## config.mk

```make
export PLATFORM = sky130hd
export DESIGN_NAME = pixel_fetch
export DESIGN_NICKNAME = d
export VERILOG_FILES = /design/src/rtl/pixel_fetch.sv
export SDC_FILE = /design/constraint.sdc
export NUM_CORES = 1
export LEC_CHECK = 0
export CELL_PAD_IN_SITES_DETAIL_PLACEMENT = 1
export CELL_PAD_IN_SITES_GLOBAL_PLACEMENT = 1
export CORE_MARGIN = 2
export CORE_UTILIZATION = 25
export DETAILED_ROUTE_END_ITERATION = 7
export DONT_BUFFER_PORTS = 1
export MAX_ROUTING_LAYER = met4
export PLACE_DENSITY_LB_ADDON = 0.1
export REMOVE_ABC_BUFFERS = 1
export SYNTH_ARGS = -nofsm -noshare
export SYNTH_HDL_FRONTEND = slang
export SYNTH_SLANG_ARGS = --single-unit
```

## constraint.sdc

```tcl
create_clock -name clk_i -period 2.4 [get_ports clk_i]
set_input_delay 0.72 -clock clk_i [delete_from_list [all_inputs] [get_ports clk_i]]
set_output_delay 0.72 -clock clk_i [all_outputs]
set_load 0.02 [all_outputs]
```

## src/rtl/pixel_fetch.sv

```systemverilog
// pixel_fetch: walks a double-banked RGB888 frame buffer and emits one HUB75E
// column word {r0,g0,b0,r1,g1,b1} per handshake, ordered row pair -> bit plane
// -> column. The bank toggles only at frame boundaries or while idle.
//
// state  | meaning
// -------+--------------------------------------------------------------
// IDLE   | counters parked at zero, waiting for en_i; pending swap applies
// RD_HI  | upper-half pixel address on the RAM port
// RD_LO  | lower-half pixel address on the RAM port, upper pixel captured
// CAP    | lower pixel arrives, bit-plane word formed, out_vld_o raised
// SEND   | word held stable until accepted; counters advance on handshake
module pixel_fetch #(
    parameter int COLS  = 64,
    parameter int ROWS  = 64,
    parameter int DEPTH = 8,
    localparam int CW = $clog2(COLS),
    localparam int RW = $clog2(ROWS),
    localparam int PW = $clog2(ROWS / 2),
    localparam int BW = $clog2(DEPTH),
    localparam int AW = 1 + RW + CW
) (
    input  logic          clk_i,
    input  logic          rst_n_i,
    input  logic          en_i,
    input  logic          fb_swap_i,
    output logic [AW-1:0] ram_rd_addr_o,
    input  logic [23:0]   ram_rd_data_i,
    output logic [5:0]    out_data_o,
    output logic [PW-1:0] out_row_o,
    output logic [BW-1:0] out_bit_o,
    output logic          out_last_o,
    output logic          out_vld_o,
    input  logic          out_rdy_i,
    output logic          rd_bank_o,
    output logic          swap_ack_o,
    output logic          frame_done_o
);

    typedef enum logic [2:0] {IDLE, RD_HI, RD_LO, CAP, SEND} state_t;

    state_t        state;
    logic [CW-1:0] col;
    logic [BW-1:0] bit_cnt;
    logic [PW-1:0] row;
    logic          pend;
    logic [23:0]   up_px;

    logic          col_max, bit_max, row_max, frame_end, swap_now;
    logic [CW-1:0] col_nxt;
    logic [BW-1:0] bit_nxt;
    logic [PW-1:0] row_nxt;
    logic [RW-1:0] row_lo;
    logic [5:0]    word;

    // select one bit plane of an 8-bit channel
    function automatic logic pick(input logic [7:0] ch, input logic [BW-1:0] b);
        return |(ch & (8'd1 << b));
    endfunction

    assign col_max   = (col == CW'(COLS - 1));
    assign bit_max   = (bit_cnt == BW'(DEPTH - 1));
    assign row_max   = (row == PW'(ROWS / 2 - 1));
    assign frame_end = col_max && bit_max && row_max;
    assign swap_now  = pend | fb_swap_i;

    assign col_nxt = col_max ? '0 : col + 1'b1;
    assign bit_nxt = !col_max ? bit_cnt : (bit_max ? '0 : bit_cnt + 1'b1);
    assign row_nxt = !(col_max && bit_max) ? row : (row_max ? '0 : row + 1'b1);
    assign row_lo  = RW'(row) + RW'(ROWS / 2);

    assign word = {pick(up_px[23:16], bit_cnt), pick(up_px[15:8], bit_cnt),
                   pick(up_px[7:0], bit_cnt),
                   pick(ram_rd_data_i[23:16], bit_cnt), pick(ram_rd_data_i[15:8], bit_cnt),
                   pick(ram_rd_data_i[7:0], bit_cnt)};

    // fetch sequencer: addresses, word capture, handshake, bank swap
    always_ff @(posedge clk_i or negedge rst_n_i) begin
        if (!rst_n_i) begin
            state         <= IDLE;
            col           <= '0;
            bit_cnt       <= '0;
            row           <= '0;
            pend          <= 1'b0;
            up_px         <= '0;
            ram_rd_addr_o <= '0;
            out_data_o    <= '0;
            out_row_o     <= '0;
            out_bit_o     <= '0;
            out_last_o    <= 1'b0;
            out_vld_o     <= 1'b0;
            rd_bank_o     <= 1'b0;
            swap_ack_o    <= 1'b0;
            frame_done_o  <= 1'b0;
        end else begin
            frame_done_o <= 1'b0;
            swap_ack_o   <= 1'b0;
            pend         <= pend | fb_swap_i;
            case (state)
                IDLE: begin
                    col     <= '0;
                    bit_cnt <= '0;
                    row     <= '0;
                    if (swap_now) begin
                        rd_bank_o  <= ~rd_bank_o;
                        swap_ack_o <= 1'b1;
                        pend       <= 1'b0;
                    end
                    if (en_i) begin
                        state         <= RD_HI;
                        ram_rd_addr_o <= {rd_bank_o ^ swap_now, {RW{1'b0}}, {CW{1'b0}}};
                    end
                end
                RD_HI: begin
                    ram_rd_addr_o <= {rd_bank_o, row_lo, col};
                    state         <= RD_LO;
                end
                RD_LO: begin
                    up_px <= ram_rd_data_i;
                    state <= CAP;
                end
                CAP: begin
                    out_data_o <= word;
                    out_row_o  <= row;
                    out_bit_o  <= bit_cnt;
                    out_last_o <= col_max;
                    out_vld_o  <= 1'b1;
                    state      <= SEND;
                end
                SEND: begin
                    if (out_vld_o && out_rdy_i) begin
                        out_vld_o <= 1'b0;
                        col       <= col_nxt;
                        bit_cnt   <= bit_nxt;
                        row       <= row_nxt;
                        if (frame_end) begin
                            frame_done_o <= 1'b1;
                            if (swap_now) begin
                                rd_bank_o  <= ~rd_bank_o;
                                swap_ack_o <= 1'b1;
                                pend       <= 1'b0;
                            end
                            if (en_i) begin
                                state         <= RD_HI;
                                ram_rd_addr_o <= {rd_bank_o ^ swap_now, {RW{1'b0}}, {CW{1'b0}}};
                            end else begin
                                state <= IDLE;
                            end
                        end else begin
                            state         <= RD_HI;
                            ram_rd_addr_o <= {rd_bank_o, RW'(row_nxt), col_nxt};
                        end
                    end
                end
                default: state <= IDLE;
            endcase
        end
    end

endmodule

```

-- Word-level counts from Yosys, hierarchy flattened
Index checks and enable logic that the tools add are counted.
- bits in writable memories: 0
- word-level logic and storage cells: 95
- memory bits (read-only): 0
- bits in latches: 0
- register bits: 74
- memories kept: 0
- order comparisons: 0
- muxes and demuxes: 36
- shift-type cells: 1
- $add $sub $neg: 4
- multipliers: 0
- bitwise logic cells: 9
- eq/ne operators: 11
- divide/modulo/power cells: 0
- reduce and logical (&&, ||, !) cells: 19
- operators with widths (operator ; number):
    bitwise AND 8 bit ; 6
    OR reduction 8 bit ; 6
    two-way mux 13 bit ; 3
    one-hot mux 13 bit (3 select lines) ; 1
    two-way mux 3 bit ; 6
    two-way mux 5 bit ; 3
    one-hot mux 3 bit (5 select lines) ; 1
    two-way mux 1 bit ; 13
    two-way mux 6 bit ; 2
    one-hot mux 6 bit (2 select lines) ; 1
    one-hot mux 5 bit (2 select lines) ; 1
    != test 2 bit, second input constant ; 4
    one-hot mux 1 bit (2 select lines) ; 4
    AND reduction 2 bit ; 4
    << shifter 1 x 3 -> 8 bit, first input constant ; 1
    adder 5 x 6 -> 6 bit, second input constant ; 1
    adder 6 x 1 -> 6 bit, second input constant ; 1
    == test 3 x 2 -> 1 bit, second input constant ; 2
    == test 3 bit, second input constant ; 2
    == test 6 bit, second input constant ; 1
    one-hot mux 3 bit (2 select lines) ; 1
    AND reduction 3 bit ; 2
    adder 5 x 1 -> 5 bit, second input constant ; 1
    == test 5 bit, second input constant ; 1
    other kinds (9) ; 12

-- Longest topological paths before layout
- word-level depth: 6
- depth in mapped cells: 8

-- Least setup slack after synthesis
OpenSTA, ideal clock, no wires.
- path kind: input -> register
- start point: input port out_rdy_i
- end point: register ram_rd_addr_o[6]
- data arrival time: 1.915 ns
- path slack: 0.359 ns
- required time: 2.274 ns
- path buffers: 2
- stages: 6
- cell sequence: nand2_1 clkbuf_1 o21ai_0 a22oi_2 buf_6 a221o_1
- cells in the longest elaborated chain, start to end: 3
- ends and longest elaborated chain (item ; line ; source):
    start: declaration ; 33 ; input logic out_rdy_i,
    logical AND 1 bit ; 130 ; if (out_vld_o && out_rdy_i) begin
    != test 2 bit (no line) ; -- ;
    AND reduction 2 bit (no line) ; -- ;
    end signal: assignment ; 114 ; ram_rd_addr_o <= {rd_bank_o, row_lo, col};
    end signal: assignment ; 144 ; ram_rd_addr_o <= {rd_bank_o ^ swap_now, {RW{1'b0}}, {CW{1'b0}}};
    end signal: assignment ; 150 ; ram_rd_addr_o <= {rd_bank_o, RW'(row_nxt), col_nxt};
    end: declaration ; 26 ; output logic [AW-1:0] ram_rd_addr_o,
No other way between the ends.
A chain may end at the register's enable or synchronous reset.

-- Worst setup path after layout
- start point: register col[1]
- end point: register ram_rd_addr_o[2]
- cells in the longest elaborated chain, start to end: 6
- ends and longest elaborated chain (item ; line ; source):
    start: declaration ; 42 ; logic [CW-1:0] col;
    start signal: assignment ; 132 ; col <= col_nxt;
    branches (longest 3 deep; another with adder 6 x 1 -> 6 bit) ; -- ;
    two-way mux 13 bit * ; 135 ; if (frame_end) begin
    two-way mux 13 bit * ; 130 ;
    one-hot mux 13 bit (3 select lines) * ; 98 ; case (state)
    end signal: assignment ; 110 ; ram_rd_addr_o <= {rd_bank_o ^ swap_now, {RW{1'b0}}, {CW{1'b0}}};
    end signal: assignment ; 144 ;
    end signal: assignment ; 150 ;
Mark *: on every way between the ends. The select of a mux whose other input is x is not followed.

==> flow_summary.yaml <==
status:
  status: "finished, final reports clean"
synth:
  synth_ff_type: "dfrtp_1"
  synth-edff-count: 0
  synth_top_area_cell: "dfrtp_1"
  synth_top_cell_area_share_pct: 50.72
  ys_async_sr_fraction_pct: 100.0
  synthCells: 312
  synthTopCellsByArea: "dfrtp_1, mux2_2, ha_1"
  netlist_area_um2: 3651
  ys.warnings.count: 0
  yosys.area_share.xor_xnor_pct: 0.2399
  synthSimpleGateAreaFrac_pct: 11.55
  ys_ff_latch: 74
  synth_top_family_by_area: "compound AO/OA/AOI/OAI gates"
  ys_types: 54
  synth_fa_ha_area_share_pct: 3.084
  synth.avg_cell_area_um2: 11.70
  synth-compound-area-share_pct: 18.44
  post_synth_mux_area_share_pct: 12.30
  synth-seq-area-share_pct: 50.72
critical_path:
  crit_family: "compound AO/OA/AOI/OAI gates"
  reg2reg_from: "col[1]"
  path_cells: "ha_1 > and4_1 > nand3_1 > a22oi_2 > a221o_1"
  worstPathMaxFanout: 12
  setup.worst_path.start_class: "flop"
  crit_type: "reg -> reg"
  cp-end-kind: "flop"
  crit_start: "col[1]"
  ff2ff_setup_slack_ns: 0.18
  cp_slowest_stage_delay_ns: 0.69
  crit_arrival_ns: 2.49
  rr_endpoint: "ram_rd_addr_o[2]"
  cp_data_required_time_ns: 2.68
  path_buf_inv: 0
  r2r_cells: 5
  crit_slowest_cell: "a22oi_2"
timing:
  setup_viol: 0
  max_slew_margin_pct: 47.03
  final.setup_skew_ns: 0.006704
  finalHoldViolCount: 0
  fmax_mhz: 451.2
  whs_ns: 0.07113
  finalCritPeriodShare_pct: 92.34
  tightest_slew_ns: 0.7946
  rsz0062_at_grt: "no"
  slew_viol_final: 0
  worst_slack_ns: 0.1838
  period_needed_ns: 2.216
  tns_ns: 0
clock_network:
  cts-root-buf: "clkbuf_16"
  cts-buffers-inserted: 9
  cts_resized: 0
  hold_buffers: 0
  clk_latency_ns: 0.34
  cts.sinks: 74
  htree_levels: 3
  cts.clk_slew.worst_paths_ns: 0.06
  clockBufferDepth: 2
  cts_tree: "yes"
  post-cts-setup-buffers: 0
detailed_routing:
  avgRoutedWirePerCell_um: 20.56
  via_count: 2599
  dr.pass1.iters: 5
  drc_errors: 0
  route.antenna.remaining_nets: 0
  drt_iter0_drc: 139
  routed_wl_um: 10450
  vias_per_cell: 5.116
pwr:
  p_total_mw: 4.861
  power.switching_mw: 1.729
  power_density_nw_per_um2: 1162
  p_leak_nw: 1.873
  ir_drop_v: 0.0003452
  clkPwrFrac_pct: 26.0
  netSwitchingFraction_pct: 35.57
  combPwrFrac_pct: 33.4
  pwr-share-seq_pct: 40.6
  internal_power_mw: 3.132
grt:
  grt_pass1_wl_um: 16840
  track_usage_pct: 14.42
  antenna_found_initial: 0
  grt_max_degree: 75
  grt_pass1_vias: 2804
  grt_overflow: 0
cells_and_area:
  area_growth_pct: 14.53
  fin_util_pct: 28.99
  fin_nets: 359
  layout_commonest_cell: "dfrtp_1"
  final_cell_mix: "dfrtp_1, mux2_2, nand2_1, buf_4, o21ai_0"
  drive_above_1_share_pct: 25.31
  n_antenna_cell: 0
  fill_cells: 1588
floorplanning:
  die_h_um: 124.8
  start_util_pct: 25.31
  core-area_um2: 14420
  die_area_um2: 15590
  io_pins: 61
  die_x_um: 124.8
  num_rows: 44
placed_design:
  dp_hpwl_um: 7275
  gp_congestion: 0.7306
  numPortBuffers: 0
  dpl_worst_slack_ns: 0.2130
flow_run:
  maxCapViolations: 0
hold_path:
  min_path_type: "in -> async"
## flip-flops by register name, indices dropped and copies added (netlist names)
| signal | flops |
|---|---|
| out_vld_o | 1 |
| row | 5 |
| up_px | 24 |
| out_row_o | 5 |
| state | 3 |
| swap_ack_o | 1 |
| rd_bank_o | 1 |
| out_data_o | 6 |
| out_bit_o | 3 |
| frame_done_o | 1 |
| ram_rd_addr_o | 13 |
| pend | 1 |
| out_last_o | 1 |
| bit_cnt | 3 |
| col | 6 |
## logic make-up after synthesis
group	Yosys count
flip-flops	74
AO/OA/AOI/OAI	89
adder cells (fa/ha/maj)	9
buffers and inverters	26
XOR/XNOR	1
multiplexers	40
AND/OR/NAND/NOR	73
## power by group through the flow
stage	sequential, mW	clock (mW)	combinational, mW
after floorplan	1.98	0	1.07
after global placement	1.99	0	1.63
after detailed placement	2.00	0	1.65
after CTS	1.98	1.33	1.66
after global routing	2.03	1.38	1.80
final	1.97	1.26	1.62
## routing by layer
metal / part of all wire, % / GRT usage, % / vias to the layer above
li1: - / - / 1192
met1: 44 / 17.03 / 1337
met2: 48 / 23.14 / 59
met3: 6.6 / 5.627 / 11
met4: 1.1 / 3.791 / 0
met5: 0 / - / -
## Yosys cell counts (all sizes together), types with 2 or more instances
| master | n |
|---|---|
| dfrtp | 74 |
| mux2 | 39 |
| nand2 | 18 |
| o21ai | 16 |
| a21o | 13 |
| clkbuf | 12 |
| nor2 | 11 |
| a221o | 10 |
| ha | 9 |
| nand3 | 9 |
| nor3 | 9 |
| buf | 8 |
| a21oi | 7 |
| a222oi | 7 |
| a22oi | 6 |
| inv | 6 |
| a31oi | 5 |
| a22o | 4 |
| nor3b | 4 |
| o21a | 4 |
| o31ai | 4 |
| or2 | 4 |
| a211o | 3 |
| a31o | 3 |
| and2 | 3 |
| a21boi | 2 |
| and3 | 2 |
| nand2b | 2 |
| nor4 | 2 |
| or4 | 2 |
## worst max-delay path by stage
stage                        to  slack [ns]  cells past startpoint
6_report       ram_rd_addr_o[2]        0.18                      5
5_1_grt        ram_rd_addr_o[2]        0.03                      6
3_3_place_gp   ram_rd_addr_o[9]        0.26                      7
4_1_cts        ram_rd_addr_o[2]        0.19                      5
3_5_place_dp   ram_rd_addr_o[8]        0.21                      7
2_1_floorplan  ram_rd_addr_o[8]        0.29                      5
## area by class of cell
class,instances,area [µm²],share of cell area (%)
clock buffer,12,256.5,6.134
clock inverter,2,13.76,0.3291
inverter,6,22.52,0.5386
multi-input combinational,212,1672,39.98
sequential,74,1852,44.28
tap,184,230.2,5.506
timing repair buffer,18,135.1,3.232
## metrics by stage
| step | instances | cell area, µm² |
|---|---|---|
| after floorplan | 292 | 3540 |
| after global placement | 494 | 3911 |
| after detailed placement | 494 | 3911 |
| after CTS | 508 | 4182 |
| after global routing | 508 | 4182 |
| final | 508 | 4182 |
(Power assumes the default switching activity.)
